--- config.mk ---
export PLATFORM = sky130hd
export DESIGN_NAME = ps2_host_rx
export DESIGN_NICKNAME = d
export VERILOG_FILES = /design/src/rtl/ps2_host_rx.sv
export SDC_FILE = /design/constraint.sdc
export NUM_CORES = 1
export LEC_CHECK = 0
export CORE_MARGIN = 2
export CORE_UTILIZATION = 40
export CTS_BUF_LIST = sky130_fd_sc_hd__clkbuf_16
export DETAILED_ROUTE_END_ITERATION = 12
export PLACE_DENSITY = 0.63
export SYNTH_ARGS = -nofsm -noshare
export SYNTH_HDL_FRONTEND = slang
export SYNTH_SLANG_ARGS = --single-unit
export TNS_END_PERCENT = 1
--- constraint.sdc ---
create_clock -name clk -period 2.2 [get_ports clk]
set_clock_uncertainty 0.1 [all_clocks]
set_input_delay 0.44 -clock clk [delete_from_list [all_inputs] [get_ports clk]]
set_output_delay 0.44 -clock clk [all_outputs]
set_load 0.01 [all_outputs]
--- src/rtl/ps2_host_rx.sv ---
// Host-side PS/2 receiver: filters ps2_clk, synchronises ps2_data, deserialises start/8 data/odd parity/stop frames.
// Strobes (rx_valid / rx_err) are registered, one cycle wide, asserted the cycle after the stop-bit fall pulse.
module ps2_host_rx #(
    parameter int FILTER_LEN     = 8,
    parameter int TIMEOUT_CYCLES = 2500,
    parameter int TW             = 12
) (
    input  logic       clk,
    input  logic       reset,
    input  logic       ps2_clk,
    input  logic       ps2_data,
    input  logic       inhibit,
    output logic [7:0] rx_data,
    output logic       rx_valid,
    output logic       rx_err,
    output logic       busy
);

    typedef enum logic [1:0] {IDLE, DATA, PARITY, STOP} state_t;

    localparam logic [TW-1:0] T_LAST = TW'(TIMEOUT_CYCLES - 1);
    localparam logic [TW-1:0] T_PRE  = TW'(TIMEOUT_CYCLES - 2);

    logic [FILTER_LEN-1:0] filt_sr;
    logic                  filt_clk;
    logic                  filt_clk_d;
    logic [1:0]            data_sync;
    logic                  data_s;
    logic                  fall;

    state_t                state;
    logic [3:0]            cnt;
    logic [7:0]            shreg;
    logic                  par;
    logic [TW-1:0]         tcnt;
    logic                  timeout;

    // Filter and synchroniser keep running through inhibit so reception restarts cleanly.
    always_ff @(posedge clk) begin
        if (reset) begin
            filt_sr    <= '1;
            filt_clk   <= 1'b1;
            filt_clk_d <= 1'b1;
            data_sync  <= 2'b11;
        end else begin
            filt_sr    <= {filt_sr[FILTER_LEN-2:0], ps2_clk};
            filt_clk_d <= filt_clk;
            data_sync  <= {data_sync[0], ps2_data};
            if (&filt_sr)
                filt_clk <= 1'b1;
            else if (~|filt_sr)
                filt_clk <= 1'b0;
        end
    end

    assign fall    = filt_clk_d & ~filt_clk;
    assign data_s  = data_sync[1];
    // Fires on the edge where the counter reaches its last value; a coincident fall is ignored.
    assign timeout = (state != IDLE) && (tcnt == T_PRE);
    assign busy    = (state != IDLE);

    always_ff @(posedge clk) begin
        if (reset) begin
            state    <= IDLE;
            cnt      <= 4'd0;
            shreg    <= 8'd0;
            par      <= 1'b0;
            tcnt     <= '0;
            rx_data  <= 8'd0;
            rx_valid <= 1'b0;
            rx_err   <= 1'b0;
        end else begin
            rx_valid <= 1'b0;
            rx_err   <= 1'b0;
            if (inhibit) begin
                state <= IDLE;
                cnt   <= 4'd0;
                tcnt  <= '0;
            end else begin
                if (state == IDLE || fall)
                    tcnt <= '0;
                else if (tcnt != T_LAST)
                    tcnt <= tcnt + TW'(1);

                if (timeout) begin
                    rx_err <= 1'b1;
                    state  <= IDLE;
                    cnt    <= 4'd0;
                end else if (fall) begin
                    case (state)
                        IDLE: begin
                            if (!data_s) begin
                                state <= DATA;
                                cnt   <= 4'd0;
                            end
                        end
                        DATA: begin
                            shreg <= {data_s, shreg[7:1]};
                            cnt   <= cnt + 4'd1;
                            if (cnt == 4'd7)
                                state <= PARITY;
                        end
                        PARITY: begin
                            par   <= data_s;
                            state <= STOP;
                        end
                        STOP: begin
                            if (data_s && (^{shreg, par})) begin
                                rx_data  <= shreg;
                                rx_valid <= 1'b1;
                            end else begin
                                rx_err <= 1'b1;
                            end
                            state <= IDLE;
                            cnt   <= 4'd0;
                        end
                        default: state <= IDLE;
                    endcase
                end
            end
        end
    end

endmodule

==> summary by stage <==
Critical path
The kind of critical path is reg2reg. Along the worst path, the maximum fanout reaches 8. The startpoint type of the worst setup path is a flip-flop. STA classifies the critical path endpoint as a flip-flop. Walking the worst path, the cells encountered are nor4bb_1 > nand4_1 > nand3_2 > mux2i_1 > nor2_1.

The reg2reg setup slack is about 0.25 ns. The critical-path cell with the highest stage delay is sky130_fd_sc_hd__nor4bb_1. The largest single stage delay on the critical path is 0.48 ns. STA puts the critical path data required time at between 2 and 2.5 ns. The arrival time of data at the critical path endpoint is 2.03 ns.

STA
The smallest clock period supported by the final layout is computed as 1.95 ns. Setup violations remaining at the end of the flow were counted as 0. The fmax is ~510 MHz. For the pin with the worst max-slew slack, the measured transition is 0.508 ns. The final number of max-transition violations is 0.

The fraction of the cycle the final worst path needs is 0.888. The tightest slew margin relative to the limit is 0.662. The number of hold violations in the final report was 0. Setup repair after global routing left no endpoint under its margin. The setup TNS after final layout is 0 ns.

Clock tree
The hold buffer count at CTS is 0. The cell at the root of the clock tree is sky130_fd_sc_hd__clkbuf_16. For the worst-skew pair, the clock arrives at the later sink with an insertion delay of 0.29 ns. The deepest level of the CTS H-tree is 2.

The clock tree from TritonCTS is done. The maximum clock insertion buffer count is 2. Clock-pin slew was measured on the worst setup and hold paths at 0.06 ns. For this design, the sink count on the clock tree is ~50. Clock tree synthesis inserted a total of 5 buffers.

Yosys
The number of distinct library cells after synthesis is 34. In this run the cell area of the synthesized design comes to 2120 um2. Synthesis produced 219 cells.

In the synthesized netlist the dominant register cell turns out to be sky130_fd_sc_hd__dfxtp_1. Yosys printed 0 warnings. Averaged over all synthesized cells, the footprint is 9.68 um2. The share of the Yosys chip area taken by registers is 0.463. Synthesis inferred just under 50 register bits. For this run, asynchronously set or reset flops after synthesis account for 0. The number of synthesized flops with an enable pin is 0. The net count after synthesis is approximately 230.

Finish
The sequential cells in the finished layout cover a total of between 900 and 1000 um2. At the end of the flow the core is filled with cells to 0.497. The number of nets in the final layout is approximately 250. The layout cell share with drive strength beyond 1 is 0.104. The number of fill cells is 495.

Relative to the synthesized area, the layout overhead comes to 19.7%. The number of antenna repair diodes is 0. The total area of multi-input combinational cells is 1090 um2.

Power and ir drop
IR analysis of the VDD net gives a maximum drop of 0.279 mV. The power per cell area is around 700 nW/um2. The leakage power is 0.999 nW. The total power consumption of the routed design is 1.77 mW.

Floorplanning
The number of primary I/O pins is 16. The die covers between 5000 and 6000 um2. The die height is 76.8 um. The floorplan has 26 rows. The region available for standard cell placement spans roughly 5100 um2. The overall die width is 76.8 um.

The starting density of the core is 0.415.

Route
The vias per cell is 4.64. The first-pass iteration count of the detailed router is 4. The final antenna-violating net count is 0. Dividing the detail-routed wire length by the instance count gives 10.8 um. For this run, design rule violations remaining after detail routing come to 0. The count of routing violations after the opening detailed-route iteration is 62.

Wires add up to 3370 um. The via count is 1,442.

Place
During placement, the flow inserted port buffers numbering 15. The detailed placement HPWL is 2380 um. The routability congestion estimate is a little over 0.7.

GRT
The first global-routing pass estimated about 6000 um of wire. Across every metal layer, demand over resource in global routing totals 0.125. Entering global routing, the biggest net connects 34 pins.

The total overflow left after global routing is 0. The via count of the first global-routing pass is 1,340. The number of antenna violations at the first check in global routing is 0.

Hold path
The path category of the worst min-delay check is reg2reg.

Flow run
The max-cap violation count is 0.

Run status
The run finished with clean final reports.
## worst max-delay path, delay by kind of cell, from the launching register on
family        cells  cell delay, ns
flops             1            0.37
mux               1            0.23
simple gates      4            1.16
## state kept, by name, indices dropped and copies added, names as in the netlist, 2 cells and up
| signal | cells |
|---|---|
| cnt | 4 |
| data_sync | 2 |
| tcnt | 12 |
| shreg | 8 |
| rx_data | 8 |
| filt_sr | 8 |
| state | 2 |
## per-layer routing
layer / wire length [um] / up-vias / GRT usage
met4: 34 / 0 / 0.0545
met3: 72 / 4 / 0.0318
met5: 0 / - / 0
li1: - / 775 / -
met1: 1740 / 649 / 0.161
met2: 1520 / 14 / 0.196
## per-stage QoR
stage | hold WS [ns] | area [um2] | std cells | setup slack, ns
6_report | 0.308 | 2540 | 311 | 0.246
5_1_grt | 0.327 | 2540 | 311 | 0.0961
4_1_cts | 0.309 | 2530 | 311 | 0.00747
3_5_place_dp | 0.294 | 2360 | 303 | 0.180
3_3_place_gp | 0.291 | 2360 | 303 | 0.210
2_1_floorplan | 0.289 | 2120 | 219 | 0.374
## where the power goes
group          internal, mW  total (mW)  switching, mW
logic                0.0161      0.0294         0.0133
clock network         0.534       0.849          0.316
registers             0.891       0.894        0.00304
total                  1.44        1.77          0.332
## Yosys cell counts, types with 3 or more instances
library cell / n / share of area
sky130_fd_sc_hd__ha_1: 8 / 0.047
sky130_fd_sc_hd__a21oi_1: 5 / 0.012
sky130_fd_sc_hd__or2_2: 11 / 0.032
sky130_fd_sc_hd__nor2_1: 34 / 0.060
sky130_fd_sc_hd__inv_1: 8 / 0.014
sky130_fd_sc_hd__xor2_1: 9 / 0.037
sky130_fd_sc_hd__xnor2_1: 7 / 0.029
sky130_fd_sc_hd__mux2i_1: 18 / 0.085
sky130_fd_sc_hd__nand3b_1: 3 / 0.011
sky130_fd_sc_hd__clkbuf_1: 4 / 0.0071
sky130_fd_sc_hd__nand2b_1: 16 / 0.047
sky130_fd_sc_hd__nand2_1: 8 / 0.014
sky130_fd_sc_hd__nand4_1: 5 / 0.015
sky130_fd_sc_hd__dfxtp_1: 49 / 0.46
sky130_fd_sc_hd__nand3_1: 6 / 0.014
sky130_fd_sc_hd__or2b_1: 3 / 0.011
## path summary, 6_finish.rpt
check	depth (start not counted)	from	to
setup / recovery	5	tcnt[6]	shreg[5]
hold / removal	1	data_sync[0]	data_sync[1]
setup reg to reg	5	tcnt[6]	shreg[5]
hold reg to reg	1	data_sync[0]	data_sync[1]
## cells by family (layout without fill, tap and decap cells)
logic type	Yosys count	after routing	share of synthesized area
AO/OA/AOI/OAI	15	15	0.0472
XOR/XNOR	17	17	0.0767
adder cells (fa/ha/maj)	8	8	0.0472
buffers and inverters	13	35	0.0248
flip-flops	49	49	0.463
multiplexers	18	18	0.0850
AND/OR/NAND/NOR	99	99	0.256
## placed cells by master, fill, tap and decap left out, drive strengths merged, types with 8 or more instances in the layout
cell type / Yosys / final
dfxtp: 49 / 49
nor2: 34 / 34
mux2i: 18 / 18
nand2b: 16 / 16
clkdlybuf4s50: 0 / 14
or2: 11 / 11
inv: 8 / 9
xor2: 9 / 9
nand2: 8 / 8
ha: 8 / 8
## layout make-up
type                    instances  area share
flip-flops and latches         49       0.387
inverters                       8      0.0118
clock inverters                 3      0.0168
repair buffers                 19      0.0720
well taps                      70      0.0345
clock buffers                   5      0.0493
multi-input cells             157       0.428
## timing repair
| item | in CTS | in global routing |
|---|---|---|
| endpoints found under the hold margin | 0 | 0 |
| setup endpoints to repair | 0 | 1 |
| buffers inserted | 0 | 0 |
| resized for setup | 0 | 2 |
Note: power is estimated with default switching activity, not from simulation.
